**src/rtl/pingpong_fill_ctrl.sv**
```systemverilog
// pingpong_fill_ctrl: write-side sequencer for two ping-pong frame buffers.
// Accepts a valid/ready pixel stream, writes whole frames alternately into
// buffer 0 and buffer 1, and tracks which buffers hold an unread frame.
module pingpong_fill_ctrl #(
    parameter int unsigned ADDR_W = 20
) (
    input  logic              clk,
    input  logic              reset,
    input  logic              CSWrite,
    input  logic [9:0]        AIPOut,
    input  logic [9:0]        AILOut,
    input  logic              PixValid,
    output logic              PixReady,
    output logic              WE0,
    output logic              WE1,
    output logic [ADDR_W-1:0] WAddr,
    input  logic              Rel0,
    input  logic              Rel1,
    output logic              Buf0Full,
    output logic              Buf1Full,
    output logic              FrameDone
);

    typedef enum logic [1:0] {
        ST_IDLE,
        ST_FILL0,
        ST_FILL1,
        ST_WAIT
    } state_e;

    state_e              state_q, state_d;
    logic                target_q, target_d;
    logic                buf0_full_q, buf0_full_d;
    logic                buf1_full_q, buf1_full_d;
    logic [ADDR_W-1:0]   waddr_q, waddr_d;
    logic                frame_done_q, frame_done_d;
    logic [ADDR_W-1:0]   frame_len_q, frame_len_d;

    logic [19:0]         prod20;
    logic [ADDR_W-1:0]   frame_len_new;
    logic                len_zero;
    logic                pix_ready;
    logic                beat;
    logic                last_beat;
    logic                target_full;
    logic                other_full;

    // Frame length candidate and handshake decode
    always_comb begin
        prod20        = {10'd0, AIPOut} * {10'd0, AILOut};
        frame_len_new = ADDR_W'(prod20);
        len_zero      = (prod20 == 20'd0);
        pix_ready     = (state_q == ST_FILL0) || (state_q == ST_FILL1);
        beat          = PixValid && pix_ready;
        last_beat     = beat && (waddr_q == (frame_len_q - ADDR_W'(1)));
        target_full   = target_q ? buf1_full_q : buf0_full_q;
        // target_q always names the buffer being filled while in FILLn
        other_full    = target_q ? buf0_full_q : buf1_full_q;
    end

    // Next-state logic: sequencing, address counting and full-flag tracking
    always_comb begin
        state_d      = state_q;
        target_d     = target_q;
        buf0_full_d  = buf0_full_q;
        buf1_full_d  = buf1_full_q;
        waddr_d      = waddr_q;
        frame_done_d = 1'b0;
        frame_len_d  = frame_len_q;

        // Releases first so that a last-beat set below takes priority
        if (Rel0 && (state_q != ST_FILL0)) buf0_full_d = 1'b0;
        if (Rel1 && (state_q != ST_FILL1)) buf1_full_d = 1'b0;

        case (state_q)
            ST_IDLE: begin
                if (CSWrite && !len_zero) begin
                    if (target_full) begin
                        state_d = ST_WAIT;
                    end else begin
                        state_d     = target_q ? ST_FILL1 : ST_FILL0;
                        frame_len_d = frame_len_new;
                    end
                end
            end
            ST_FILL0, ST_FILL1: begin
                if (beat) begin
                    if (!last_beat) begin
                        waddr_d = waddr_q + ADDR_W'(1);
                    end else begin
                        waddr_d      = '0;
                        frame_done_d = 1'b1;
                        target_d     = ~target_q;
                        if (state_q == ST_FILL0) buf0_full_d = 1'b1;
                        else                     buf1_full_d = 1'b1;
                        if (!CSWrite || len_zero) begin
                            state_d = ST_IDLE;
                        end else if (other_full) begin
                            state_d = ST_WAIT;
                        end else begin
                            state_d     = target_q ? ST_FILL0 : ST_FILL1;
                            frame_len_d = frame_len_new;
                        end
                    end
                end
            end
            ST_WAIT: begin
                if (!CSWrite) begin
                    state_d = ST_IDLE;
                end else if (!target_full && !len_zero) begin
                    state_d     = target_q ? ST_FILL1 : ST_FILL0;
                    frame_len_d = frame_len_new;
                end
            end
            default: state_d = ST_IDLE;
        endcase
    end

    // State registers with synchronous reset
    always_ff @(posedge clk) begin
        if (reset) begin
            state_q      <= ST_IDLE;
            target_q     <= 1'b0;
            buf0_full_q  <= 1'b0;
            buf1_full_q  <= 1'b0;
            waddr_q      <= '0;
            frame_done_q <= 1'b0;
            frame_len_q  <= '0;
        end else begin
            state_q      <= state_d;
            target_q     <= target_d;
            buf0_full_q  <= buf0_full_d;
            buf1_full_q  <= buf1_full_d;
            waddr_q      <= waddr_d;
            frame_done_q <= frame_done_d;
            frame_len_q  <= frame_len_d;
        end
    end

    assign PixReady  = pix_ready;
    assign WE0       = beat && (state_q == ST_FILL0);
    assign WE1       = beat && (state_q == ST_FILL1);
    assign WAddr     = waddr_q;
    assign Buf0Full  = buf0_full_q;
    assign Buf1Full  = buf1_full_q;
    assign FrameDone = frame_done_q;

endmodule
```
**config.mk**
```make
export PLATFORM = sky130hd
export DESIGN_NAME = pingpong_fill_ctrl
export DESIGN_NICKNAME = d
export VERILOG_FILES = /design/src/rtl/pingpong_fill_ctrl.sv
export SDC_FILE = /design/constraint.sdc
export NUM_CORES = 1
export LEC_CHECK = 0
export ABC_AREA = 1
export ABC_CLOCK_PERIOD_IN_PS = 10450
export CORE_MARGIN = 2
export CORE_UTILIZATION = 25
export DETAILED_ROUTE_END_ITERATION = 6
export GPL_ROUTABILITY_DRIVEN = 0
export SLEW_MARGIN = 20
export SYNTH_ARGS = -nofsm -noshare
export SYNTH_HDL_FRONTEND = slang
export SYNTH_SLANG_ARGS = --single-unit
```
**constraint.sdc**
```tcl
create_clock -name clk -period 10.45 [get_ports clk]
set_input_delay 1.5675 -clock clk [delete_from_list [all_inputs] [get_ports clk]]
set_output_delay 1.5675 -clock clk [all_outputs]
set_load 0.05 [all_outputs]
```
==> impl_metrics.py <==
metrics = {
    "sta": {
        "hold_ws_ns": 0.499,
        "drv_slew": 0,
        "grt_setup_unrepaired": "false",
        "fin_crit_sh_pct": 71.8,
        "fmax_ghz": 0.133,
        "slew_headroom_pct": 47.6,
        "finalHoldViolCount": 0,
        "worst_pin_slew_ns": 0.786,
        "skew_ns": 0.00410,
        "tns_ns": 0,
        "setup_viol": 0,
        "min_period_ns": 7.50,
    },
    "synthesis": {
        "yosysWarnings": 0,
        "netlist_area_um2": 6780,
        "synthCells": 1068,
        "syn-num-nets": 1218,
        "synth_top_cell_by_area": "fa_1",
        "yosysSeqAreaShare_pct": 13.6,
        "synth_area_leaders": "fa_1, nand2_1, dfxtp_1",
        "async_reset_ff_share_pct": 0,
        "yosys.area_share.simple_pct": 33.6,
        "synth_edf_count": 0,
        "ys_ff_latch": 46,
        "synth_top_family_by_area": "simple AND/OR/NAND/NOR gates",
        "synth_cell_types": 37,
        "syn_area_per_cell_um2": 6.35,
        "synth_adder_area_share_pct": 29.8,
        "synth_flop_cell": "dfxtp_1",
        "synth-xor-area-share_pct": 2.97,
        "synth_top_area_share_pct": 18.3,
        "synthMuxAreaShare_pct": 0,
        "synth-compound-area-share_pct": 4.13,
    },
    "setup_path": {
        "crit_path_top_delay_cell": "clkdlybuf4s50_1",
        "startpoint_type": "input port",
        "critical_path_peak_fanout": 40,
        "critical_path_arrival_ns": 7.72,
        "crit_end": "frame_len_q[7]",
        "worst-setup-path-type": "in2reg",
        "r2r.worst_path.cells": 10,
        "cp-end-kind": "register",
        "required_ns": 10.67,
        "worst_path_most_repeated_cell": "nand2_1",
        "r2r_slack_ns": 7.47,
        "critPathMaxStageDelay_ns": 0.76,
        "cp-startpoint": "AILOut[1]",
        "r2r-start": "state_q[0]",
        "r2r-end": "frame_len_q[7]",
    },
    "clock_network": {
        "cts_made_buffers": 5,
        "clkSlewWorstSetupHoldPaths_ns": 0.06,
        "postCtsSetupBuffers": 0,
        "cts_num_sinks": 46,
        "cts_max_level": 2,
        "clock_path_buffers": 2,
        "cts_hold_buf": 0,
        "cts_tree": "done",
        "root_buffer": "clkbuf_16",
        "insertion_delay_ns": 0.28,
        "cts_resized": 0,
    },
    "layout": {
        "fill_cells": 2874,
        "stdcell_area_um2": 7740,
        "fin_cells": 1441,
        "mostFrequentLayoutCells": "nand2_1, inv_1, nor2_1, fa_1, ha_1",
        "ff_latch_area_um2": 921,
        "layout.nets": 1249,
        "final_common_cell": "nand2_1",
        "n_antenna_cell": 0,
        "multi_input_area_um2": 4780,
        "drive_gt1_share_pct": 3.64,
        "syn_to_final_growth_pct": 14.2,
    },
    "routing": {
        "vias": 6141,
        "wl_per_cell_um": 10.8,
        "viasPerCell": 4.26,
        "final_antenna_net_count": 0,
        "drt_iter0_drc": 244,
        "drc_errors": 0,
        "firstDrtPassIters": 5,
        "routed_wl_um": 15600,
    },
    "flow_run": {
        "cap_violations": 0,
    },
    "global_routing": {
        "overflow": 0,
        "grt_pass1_wl_um": 27400,
        "grt_max_degree": 41,
        "grt_pass1_vias": 6078,
        "track_usage_pct": 11.4,
        "antenna_found_initial": 0,
    },
    "floorplan": {
        "num_io_pins": 52,
        "start_util_pct": 25.3,
        "die_w_um": 169,
        "chipHeight_um": 169,
        "fp.coreArea_um2": 26800,
        "num_rows": 60,
        "die_area_um2": 28400,
    },
    "place": {
        "port_buffers": 51,
        "placedCellCount": 1433,
        "dp_hpwl_um": 13300,
        "postPlaceCellArea_um2": 7590,
    },
    "hold_path": {
        "whs_path_depth": 1,
        "min_path_type": "reg2reg",
    },
    "status": {
        "status": "finished, final reports clean",
    },
    "power_and_ir_drop": {
        "power_density_nw_per_um2": 222,
        "p_leak_nw": 4.49,
        "irDropWorstVdd_v": 0.000102,
    },
}
[state kept, by name, summed over array words and instances (netlist names)]
signal,cells
FrameDone,1
Buf0Full,1
target_q,1
state_q,2
frame_len_q,20
WAddr,20
Buf1Full,1
[worst min path at each step]
stage / startpoint / end / slack (ns)
after floorplan: target_q / target_q / 0.46
after global placement: target_q / target_q / 0.48
after detailed placement: target_q / target_q / 0.49
after CTS: target_q / target_q / 0.50
after global routing: target_q / target_q / 0.53
final: target_q / target_q / 0.50
[synthesized netlist by cell type, drive strengths merged (10+ instances only)]
master,number
a21oi,26
nor2,113
nand3,64
xor2,13
nand2,331
o21ai,16
ha,62
dfxtp,46
inv,252
clkbuf,18
fa,62
xnor2,10
[per-layer routing]
layer | up-vias | track usage [%] | wire length (um)
li1 | 3221 | - | -
met1 | 2841 | 14.3 | 7340
met2 | 71 | 21.4 | 7730
met3 | 8 | 1.31 | 418
met4 | 0 | 1.72 | 102
met5 | - | 0 | 0
[worst max-delay path: cells and delay by family]
family / cells / cell delay, ns
AO/OA/AOI/OAI: 1 / 0.18
buffers and inverters: 7 / 1.07
adder cells (fa/ha/maj): 6 / 2.82
AND/OR/NAND/NOR: 16 / 2.08
[power by group]
group	switching (mW)	total, mW	internal, mW
clock	0.0636	0.158	0.0948
combinational	0.839	1.32	0.477
sequential	0.0357	0.246	0.210
total	0.938	1.72	0.782
[final cells by class]
type / instances / area share, %
clock inverters: 1 / 0.0647
inverters: 255 / 12.4
multi-input cells: 740 / 61.7
repair buffers: 51 / 6.60
clock buffers: 7 / 1.84
well taps: 341 / 5.51
flip-flops and latches: 46 / 11.9
[stage by stage]
step	power (mW)	setup WS, ns	util (%)
CTS	1.75	2.92	28.9
detailed placement	1.57	2.64	28.3
global route	1.98	2.37	28.9
finish	1.72	2.95	28.9
global placement	1.56	2.75	28.3
floorplan	1.30	4.02	-
[cell families (layout without fill, tap and decap cells)]
family	count (synthesis)	count (layout)
simple gates	543	543
buf+inv	282	314
xor+xnor	23	23
flops	46	46
compound gates	50	50
fa+ha+maj	124	124
No activity file was read; power rests on OpenSTA's default activity.
